## src/rtl/vga_pkg.sv

```systemverilog
// Shared definitions for the push-button input stage: direction indices,
// per-button state type and a counter-width helper.
package vga_pkg;

    localparam int DIR_UP    = 0;
    localparam int DIR_DOWN  = 1;
    localparam int DIR_LEFT  = 2;
    localparam int DIR_RIGHT = 3;

    typedef enum logic [1:0] {
        IDLE   = 2'd0,
        HOLD   = 2'd1,
        REPEAT = 2'd2
    } btn_state_t;

    // Bits needed to hold the values 0 .. n-1 (at least one bit).
    function automatic int cnt_width(input int n);
        return (n <= 2) ? 1 : $clog2(n);
    endfunction

    function automatic int max_int(input int a, input int b);
        return (a > b) ? a : b;
    endfunction

endpackage

```

## src/rtl/btn_conditioner_if.sv

```systemverilog
// Raw button inputs and conditioned outputs of the button stage.
// The slave side is the conditioner; the master side drives the raw buttons.
interface btn_conditioner_if;

    logic       btn_up_raw;
    logic       btn_down_raw;
    logic       btn_left_raw;
    logic       btn_right_raw;
    logic       up;
    logic       down;
    logic       left;
    logic       right;
    logic [3:0] btn_level;

    modport master (
        output btn_up_raw, btn_down_raw, btn_left_raw, btn_right_raw,
        input  up, down, left, right, btn_level
    );

    modport slave (
        input  btn_up_raw, btn_down_raw, btn_left_raw, btn_right_raw,
        output up, down, left, right, btn_level
    );

endinterface

```

## src/rtl/btn_conditioner_debounce.sv

```systemverilog
// Per-button synchroniser, debouncer and press/repeat FSM.
// Hold-to-repeat is built only when BTN_AUTO_REPEAT_EN is defined.
//
// state  | meaning
// IDLE   | stable level low, waiting for a debounced press
// HOLD   | pressed; waiting for release (or the first repeat delay)
// REPEAT | held past the first delay; periodic repeat candidates
module btn_debounce
    import vga_pkg::*;
#(
    parameter int DB_CYCLES     = 500000,
    parameter int HOLD_CYCLES   = 50000000,
    parameter int REPEAT_CYCLES = 5000000
) (
    input  logic clk,
    input  logic rst,
    input  logic raw_i,
    output logic level_o,
    output logic cand_o
);

    localparam int DBW = $clog2(DB_CYCLES + 1);
    localparam logic [DBW-1:0] DB_LAST = DBW'(DB_CYCLES - 1);

    logic           sync1_q;
    logic           sync2_q;
    logic           stable_q;
    logic           stable_d;
    logic [DBW-1:0] db_cnt_q;
    logic [DBW-1:0] db_cnt_d;
    btn_state_t     state_q;
    btn_state_t     state_d;
    logic           cand;

    always_ff @(posedge clk or posedge rst) begin
        if (rst) begin
            sync1_q  <= 1'b0;
            sync2_q  <= 1'b0;
            stable_q <= 1'b0;
            db_cnt_q <= '0;
        end else begin
            sync1_q  <= raw_i;
            sync2_q  <= sync1_q;
            stable_q <= stable_d;
            db_cnt_q <= db_cnt_d;
        end
    end

    // The cycle that would bring the mismatch count to DB_CYCLES flips the level.
    always_comb begin
        stable_d = stable_q;
        db_cnt_d = '0;
        if (sync2_q != stable_q) begin
            if (db_cnt_q == DB_LAST) begin
                stable_d = ~stable_q;
            end else begin
                db_cnt_d = db_cnt_q + 1'b1;
            end
        end
    end

`ifdef BTN_AUTO_REPEAT_EN
    localparam int RW = cnt_width(max_int(HOLD_CYCLES, REPEAT_CYCLES));
    localparam logic [RW-1:0] HOLD_LAST = RW'(HOLD_CYCLES - 1);
    localparam logic [RW-1:0] REP_LAST  = RW'(REPEAT_CYCLES - 1);

    logic [RW-1:0] rep_cnt_q;
    logic [RW-1:0] rep_cnt_d;

    always_ff @(posedge clk or posedge rst) begin
        if (rst) begin
            state_q   <= IDLE;
            rep_cnt_q <= '0;
        end else begin
            state_q   <= state_d;
            rep_cnt_q <= rep_cnt_d;
        end
    end

    // Release is tested first so it always beats a repeat in the same cycle.
    always_comb begin
        state_d   = state_q;
        cand      = 1'b0;
        rep_cnt_d = rep_cnt_q + 1'b1;
        case (state_q)
            IDLE: begin
                rep_cnt_d = '0;
                if (stable_q) begin
                    state_d = HOLD;
                    cand    = 1'b1;
                end
            end
            HOLD: begin
                if (!stable_q) begin
                    state_d   = IDLE;
                    rep_cnt_d = '0;
                end else if (rep_cnt_q == HOLD_LAST) begin
                    state_d   = REPEAT;
                    cand      = 1'b1;
                    rep_cnt_d = '0;
                end
            end
            REPEAT: begin
                if (!stable_q) begin
                    state_d   = IDLE;
                    rep_cnt_d = '0;
                end else if (rep_cnt_q == REP_LAST) begin
                    cand      = 1'b1;
                    rep_cnt_d = '0;
                end
            end
            default: begin
                state_d   = IDLE;
                rep_cnt_d = '0;
            end
        endcase
    end
`else
    always_ff @(posedge clk or posedge rst) begin
        if (rst) begin
            state_q <= IDLE;
        end else begin
            state_q <= state_d;
        end
    end

    always_comb begin
        state_d = state_q;
        cand    = 1'b0;
        case (state_q)
            IDLE: begin
                if (stable_q) begin
                    state_d = HOLD;
                    cand    = 1'b1;
                end
            end
            HOLD: begin
                if (!stable_q) begin
                    state_d = IDLE;
                end
            end
            default: begin
                state_d = IDLE;
            end
        endcase
    end
`endif

    assign level_o = stable_q;
    assign cand_o  = cand;

endmodule

```

## src/rtl/btn_conditioner.sv

```systemverilog
// Four-button input stage: debounced levels plus one-hot direction strobes.
// Auto-repeat per button is enabled with BTN_AUTO_REPEAT_EN.
module btn_conditioner
    import vga_pkg::*;
#(
    parameter int DB_CYCLES     = 500000,
    parameter int HOLD_CYCLES   = 50000000,
    parameter int REPEAT_CYCLES = 5000000
) (
    input  logic               clk,
    input  logic               rst,
    btn_conditioner_if.slave   bus
);

    logic [3:0] raw;
    logic [3:0] level;
    logic [3:0] cand;
    logic [3:0] strobe_d;
    logic [3:0] strobe_q;
    logic [3:0] level_q;

    assign raw[DIR_UP]    = bus.btn_up_raw;
    assign raw[DIR_DOWN]  = bus.btn_down_raw;
    assign raw[DIR_LEFT]  = bus.btn_left_raw;
    assign raw[DIR_RIGHT] = bus.btn_right_raw;

    for (genvar g = 0; g < 4; g++) begin : g_btn
        btn_debounce #(
            .DB_CYCLES     (DB_CYCLES),
            .HOLD_CYCLES   (HOLD_CYCLES),
            .REPEAT_CYCLES (REPEAT_CYCLES)
        ) u_db (
            .clk     (clk),
            .rst     (rst),
            .raw_i   (raw[g]),
            .level_o (level[g]),
            .cand_o  (cand[g])
        );
    end

    // Fixed priority right > left > up > down; losers are simply dropped.
    always_comb begin
        strobe_d = '0;
        if (cand[DIR_RIGHT]) begin
            strobe_d[DIR_RIGHT] = 1'b1;
        end else if (cand[DIR_LEFT]) begin
            strobe_d[DIR_LEFT] = 1'b1;
        end else if (cand[DIR_UP]) begin
            strobe_d[DIR_UP] = 1'b1;
        end else if (cand[DIR_DOWN]) begin
            strobe_d[DIR_DOWN] = 1'b1;
        end
    end

    always_ff @(posedge clk or posedge rst) begin
        if (rst) begin
            strobe_q <= '0;
            level_q  <= '0;
        end else begin
            strobe_q <= strobe_d;
            level_q  <= level;
        end
    end

    assign bus.up        = strobe_q[DIR_UP];
    assign bus.down      = strobe_q[DIR_DOWN];
    assign bus.left      = strobe_q[DIR_LEFT];
    assign bus.right     = strobe_q[DIR_RIGHT];
    assign bus.btn_level = level_q;

endmodule
```

## src/flat_wrapper.sv

```systemverilog
// flat-port wrapper written by rule: the top's interface ports become plain ports
module btn_conditioner_flat import vga_pkg::*;
#(
    parameter int DB_CYCLES     = 500000,
    parameter int HOLD_CYCLES   = 50000000,
    parameter int REPEAT_CYCLES = 5000000
)
  (clk, rst, bus_btn_up_raw, bus_btn_down_raw, bus_btn_left_raw, bus_btn_right_raw, bus_up, bus_down, bus_left, bus_right, bus_btn_level);
  btn_conditioner_if bus_i ();
  input  logic clk;
  input  logic rst;
  input wire logic [$bits(bus_i.btn_up_raw)-1:0] bus_btn_up_raw;
  input wire logic [$bits(bus_i.btn_down_raw)-1:0] bus_btn_down_raw;
  input wire logic [$bits(bus_i.btn_left_raw)-1:0] bus_btn_left_raw;
  input wire logic [$bits(bus_i.btn_right_raw)-1:0] bus_btn_right_raw;
  output wire logic [$bits(bus_i.up)-1:0] bus_up;
  output wire logic [$bits(bus_i.down)-1:0] bus_down;
  output wire logic [$bits(bus_i.left)-1:0] bus_left;
  output wire logic [$bits(bus_i.right)-1:0] bus_right;
  output wire logic [$bits(bus_i.btn_level)-1:0] bus_btn_level;
  assign bus_i.btn_up_raw = bus_btn_up_raw;
  assign bus_i.btn_down_raw = bus_btn_down_raw;
  assign bus_i.btn_left_raw = bus_btn_left_raw;
  assign bus_i.btn_right_raw = bus_btn_right_raw;
  assign bus_up = bus_i.up;
  assign bus_down = bus_i.down;
  assign bus_left = bus_i.left;
  assign bus_right = bus_i.right;
  assign bus_btn_level = bus_i.btn_level;
  btn_conditioner #(.DB_CYCLES(DB_CYCLES), .HOLD_CYCLES(HOLD_CYCLES), .REPEAT_CYCLES(REPEAT_CYCLES)) u_core (.clk(clk), .rst(rst), .bus(bus_i));
endmodule
```

## config.mk

```make
export PLATFORM = sky130hd
export DESIGN_NAME = btn_conditioner_flat
export DESIGN_NICKNAME = d
export VERILOG_FILES = /design/src/rtl/vga_pkg.sv /design/src/rtl/btn_conditioner_if.sv /design/src/rtl/btn_conditioner_debounce.sv /design/src/rtl/btn_conditioner.sv /design/src/flat_wrapper.sv
export SDC_FILE = /design/constraint.sdc
export NUM_CORES = 1
export LEC_CHECK = 0
export ABC_AREA = 1
export CAP_MARGIN = 25
export CORE_UTILIZATION = 32
export CTS_CLUSTER_DIAMETER = 30
export DETAILED_ROUTE_END_ITERATION = 7
export SKIP_LAST_GASP = 1
export SLEW_MARGIN = 25
export SYNTH_ARGS = -nofsm -noshare
export SYNTH_HDL_FRONTEND = slang
export SYNTH_SLANG_ARGS = --single-unit
```

## constraint.sdc

```tcl
create_clock -name clk -period 4.4 [get_ports clk]
set_input_delay 0.88 -clock clk [delete_from_list [all_inputs] [get_ports clk]]
set_output_delay 0.88 -clock clk [all_outputs]
set_load 0.05 [all_outputs]
```

After elaboration in Yosys (flattened, before gate mapping)
Index checks and enable logic that the tools add are counted.
{"block": "classes", "n_eq_ne": 20, "addsub": 4, "n_mux": 35, "n_reduce_logical": 12, "n_bitwise": 4}
{"op": "19-bit 2-to-1 mux", "n": 8}
{"op": "19-bit by 1-bit adder with 19-bit output (second input constant)", "n": 4}
{"op": "19-bit equality test (second input constant)", "n": 4}
{"op": "2-bit 2-to-1 mux", "n": 9}
{"op": "2-bit != test (second input constant)", "n": 8}
{"op": "2-bit one-hot mux with 2 select lines", "n": 4}
{"op": "2-bit AND reduction", "n": 8}
{"op": "1-bit 2-to-1 mux", "n": 13}
{"op": "2-bit by 1-bit equality test with 1-bit output (second input constant)", "n": 4}
{"op": "2-bit zero test", "n": 4}
{"op": "1-bit != test", "n": 4}
{"op": "1-bit NOT", "n": 4}
{"op": "3-bit 2-to-1 mux", "n": 1}
{"block": "word_totals", "regBits": 104, "word_cells": 97, "out_inout_bits": 8, "inputBits": 6}

Longest topological paths before layout
{"block": "logic_depth", "ltp_word": 6, "mapped_depth": 8, "ltp_nobuf": 8}

By module
From an unflattened synthesis, not the netlist that was laid out.
{"block": "unflattened", "cells_unflattened": 617, "area_unflattened_um2": 5133.7}
{"mod": "btn_debounce", "n_inst": 4, "cells_each": 150, "seq_area_each_um2": 575.6, "area_each_um2": 1224.9}
{"mod": "btn_conditioner", "n_inst": 1, "cells_each": 17, "seq_area_each_um2": 200.2, "area_each_um2": 234.0}

Least setup slack after synthesis
Ideal clock, no wire load.
{"block": "synth_path", "path_kind": "register -> output", "start": "reg u_core.level_q[0], in the netlist u_core.bus.btn_level[0]", "end": "out bus_btn_level[0]", "t_arrival_ns": 0.586, "path_buffers": 0, "path_slack_ns": 2.934, "path_stages_with_launch": 1, "required_time_ns": 3.520, "path_cell_list": "dfrtp_1"}
{"item": "from (decl)", "line": "btn_conditioner.sv:20", "rtl": "logic [3:0] level_q;"}
{"item": "from (signal assigned)", "line": "btn_conditioner.sv:61", "rtl": "level_q <= level;"}
{"item": "to (decl)", "line": "flat_wrapper.sv:20", "rtl": "output wire logic [$bits(bus_i.btn_level)-1:0] bus_btn_level;"}
No word-level cell between the ends.

Worst setup path after layout
{"block": "layout_path", "start": "reg u_core.level_q[0], in the netlist u_core.bus.btn_level[0]", "end": "out bus_btn_level[0]"}
No word-level cell between the ends.

==> qor.yml <==
status: "finished clean"
p_per_area_nw_per_um2: 294
p_clk_share_pct: 43.0
yosysWarningCount: 0
io_buffer_count: 13
fin_nets: 717
drt_iter0_markers: 244
cts_max_path_buffers: 2
clock_sinks: 100
start_kind: "flop"
grt_max_degree: 82
cts_tree: "done"
hold_viol: 0
drv_slew: 0
hold_path_class: "reg2reg"
yosysTopAreaCellShare_pct: 47.3
relSlewSlack_pct: 51.8
cts_max_level: 3
worst-setup-path-type: "reg2out"
rsz0062_at_grt: "no"
drive_above_1_share_pct: 8.62
crit_chain: "clkdlybuf4s50_1"
crit_arrival_ns: 1.49
fp.dieH_microns: 131
critPathSlowestCell: "clkdlybuf4s50_1"
drt-total-wl_microns: 10500
die_area_sq_um: 17000
clockRootBuffer: "clkbuf_16"
stdcell_count: 924
whs_path_depth: 0
setup_viol: 0
grt_pass1_wl_microns: 18500
synth_area_sq_um: 5290
clkTransAtPathRegs_ns: 0.07
overflow: 0
p_leak_nw: 2.39
intPower_mw: 1.34
post_cts_buffers: 0
io_pins: 14
fin_skew_ns: 0.00688
worst_slew_pin_slew_ns: 0.723
synth_area_leader_cell: "dfrtp_1"
hpwl_microns: 7630
path_buf_inv: 1
vdd_drop_max_mv: 0.202
chipWidth_microns: 131
rr_worst_depth: 3
drtAntennaViolNets: 0
worstPathRequired_ns: 3.52
drc_errors: 0
grt_usage_pct: 13.9
final_util_pct: 37.3
vias: 4128
syn_to_final_growth_pct: 12.8
min_to: "u_core.g_btn[2].u_db.sync2_q"
core_sq_um: 16000
synthTopCellsByArea: "dfrtp_1, nor2_1, nand2_1, nand3_1, xor2_1"
switching_share_pct: 23.7
grt_pass1_vias: 3879
critPathLaunch: "u_core.bus.btn_level[0]"
cts_resized: 0
start_util_pct: 33.0
syn_nets: 695
yosysUniqueCellTypes: 27
cp_top_family: "buffers and inverters"
comb_power_share_pct: 3.3
finalCritPeriodShare_pct: 53.8
gp_congestion: 0.822
final.min_clock_period_ns: 2.37
hold_buffers: 0
diodes: 0
max_freq_mhz: 422
drt-wirelength-per-cell_microns: 11.4
cap_viol_max_count: 0
antenna_found_initial: 0
netlist_instances: 681
drtPass1Iterations: 4
power.net_switching_mw: 0.414
synth-seq-cells: 100
hp-start: "u_core.g_btn[2].u_db.sync1_q"
dp.cells: 908
cts_buffers: 9
r2r_start: "u_core.g_btn[0].u_db.level_o"
clock_latency_ns: 0.35
crit_fanout: 1
worst_setup_path_end_kind: "output port"
fin_setup_tns_ns: 0
r2r_setup_slack_ns: 2.94
max_stage_delay_ns: 0.80
power_mw: 1.75
syn_avg_cell_area_sq_um: 7.76
vias_per_cell: 4.47
place_area_sq_um: 5680
yosysSeqAreaShare_pct: 47.3
rr_endpoint: "u_core.g_btn[0].u_db.db_cnt_q[2]"
seqPwrFrac_pct: 53.7
design_area_sq_um: 5960
rows: 46
## how the worst max path moves through the flow
| stage | end | cells after the start |
|---|---|---|
| 6_report | bus_btn_level[0] | 1 |
| 2_1_floorplan | u_core.bus.btn_level[0] | 1 |
| 5_1_grt | bus_right | 1 |
| 3_3_place_gp | u_core.g_btn[0].u_db.db_cnt_q[6] | 3 |
| 3_5_place_dp | u_core.g_btn[0].u_db.db_cnt_q[8] | 3 |
| 4_1_cts | bus_btn_level[0] | 1 |
## flip-flops by register name, summed over array words and instances (netlist names)
signal,count
u_core.g_btn.u_db.db_cnt_q,76
u_core.bus.btn_level,4
u_core.g_btn.u_db.state_q,4
u_core.strobe_q,4
u_core.g_btn.u_db.sync2_q,4
u_core.g_btn.u_db.sync1_q,4
u_core.g_btn.u_db.level_o,4
## routing by layer
layer	global-route usage [%]	vias up	wire [microns]
li1	-	2161	-
met1	18.3	1909	5280
met2	21.7	45	4680
met3	4.32	13	406
met4	4.33	0	136
met5	0	-	0
## worst register-to-register path, cell delays in order (launching register included)
cell and delay [ns]:
dfrtp_1 0.46, xor2_1 0.35, inv_1 0.30, nor3b_1 0.26
## cell type report
cell class                      instances  area [sq um]
Multi-Input combinational cell        505          2490
Timing Repair Buffer                   14           138
Clock inverter                          6          47.5
Sequential cell                       100          2500
Fill cell                            1735         10000
Inverter                               73           279
Clock buffer                           10           229
Tap cell                              216           270
## through the flow
step           worst slack (ns)  hold WS [ns]
6_report                   2.03         0.350
3_3_place_gp               1.97         0.334
2_1_floorplan             0.901         0.331
3_5_place_dp               1.95         0.335
4_1_cts                    2.01         0.351
5_1_grt                    1.98         0.358
## synth_stat cells
library cell,n
nand2_2,11
nor4_1,1
o21bai_1,1
nand3b_1,1
nand3_2,1
clkbuf_1,1
xor2_1,30
nor3_1,5
inv_1,66
o21ai_0,6
nor2_1,182
nand3_1,55
nor3b_1,5
nor2_2,16
nor3_2,4
ha_1,8
nor2_4,4
buf_2,2
a21oi_1,10
inv_2,7
and2_1,6
o21ai_1,11
xnor2_1,14
xor2_2,1
nand2_1,127
nand4_1,6
dfrtp_1,100
## power groups by stage
stage | combinational [mW] | clock (mW) | sequential [mW]
global route | 0.0696 | 0.821 | 0.941
finish | 0.0583 | 0.752 | 0.940
floorplan | 0.0421 | 0 | 0.956
detailed placement | 0.0608 | 0 | 0.958
CTS | 0.0610 | 0.781 | 0.940
global placement | 0.0602 | 0 | 0.957
## cell families (layout without fill, tap and decap cells)
logic type,Yosys count,count (layout),share of synthesized area (%)
buffers and inverters,76,103,5.45
AO/OA/AOI/OAI,28,28,2.70
AND/OR/NAND/NOR,424,424,35.0
XOR/XNOR,45,45,7.60
adder cells (fa/ha/maj),8,8,1.89
flip-flops,100,100,47.3
## layout by cell type (no fill, tap or decap), drive strengths merged
| master | synthesis | routed |
|---|---|---|
| nor3b | 5 | 5 |
| nand4 | 6 | 6 |
| clkbuf | 1 | 10 |
| buf | 2 | 1 |
| dfrtp | 100 | 100 |
| and2 | 6 | 6 |
| clkinv | 0 | 3 |
| clkdlybuf4s50 | 0 | 13 |
| clkinvlp | 0 | 1 |
| nor2 | 202 | 202 |
| xnor2 | 14 | 14 |
| xor2 | 31 | 31 |
| nand3 | 56 | 56 |
| nand2 | 138 | 138 |
| o21ai | 17 | 17 |
| o21bai | 1 | 1 |
| nor4 | 1 | 1 |
| nand3b | 1 | 1 |
| nor3 | 9 | 9 |
| a21oi | 10 | 10 |
| inv | 73 | 75 |
| ha | 8 | 8 |
(Power assumes the default switching activity.)
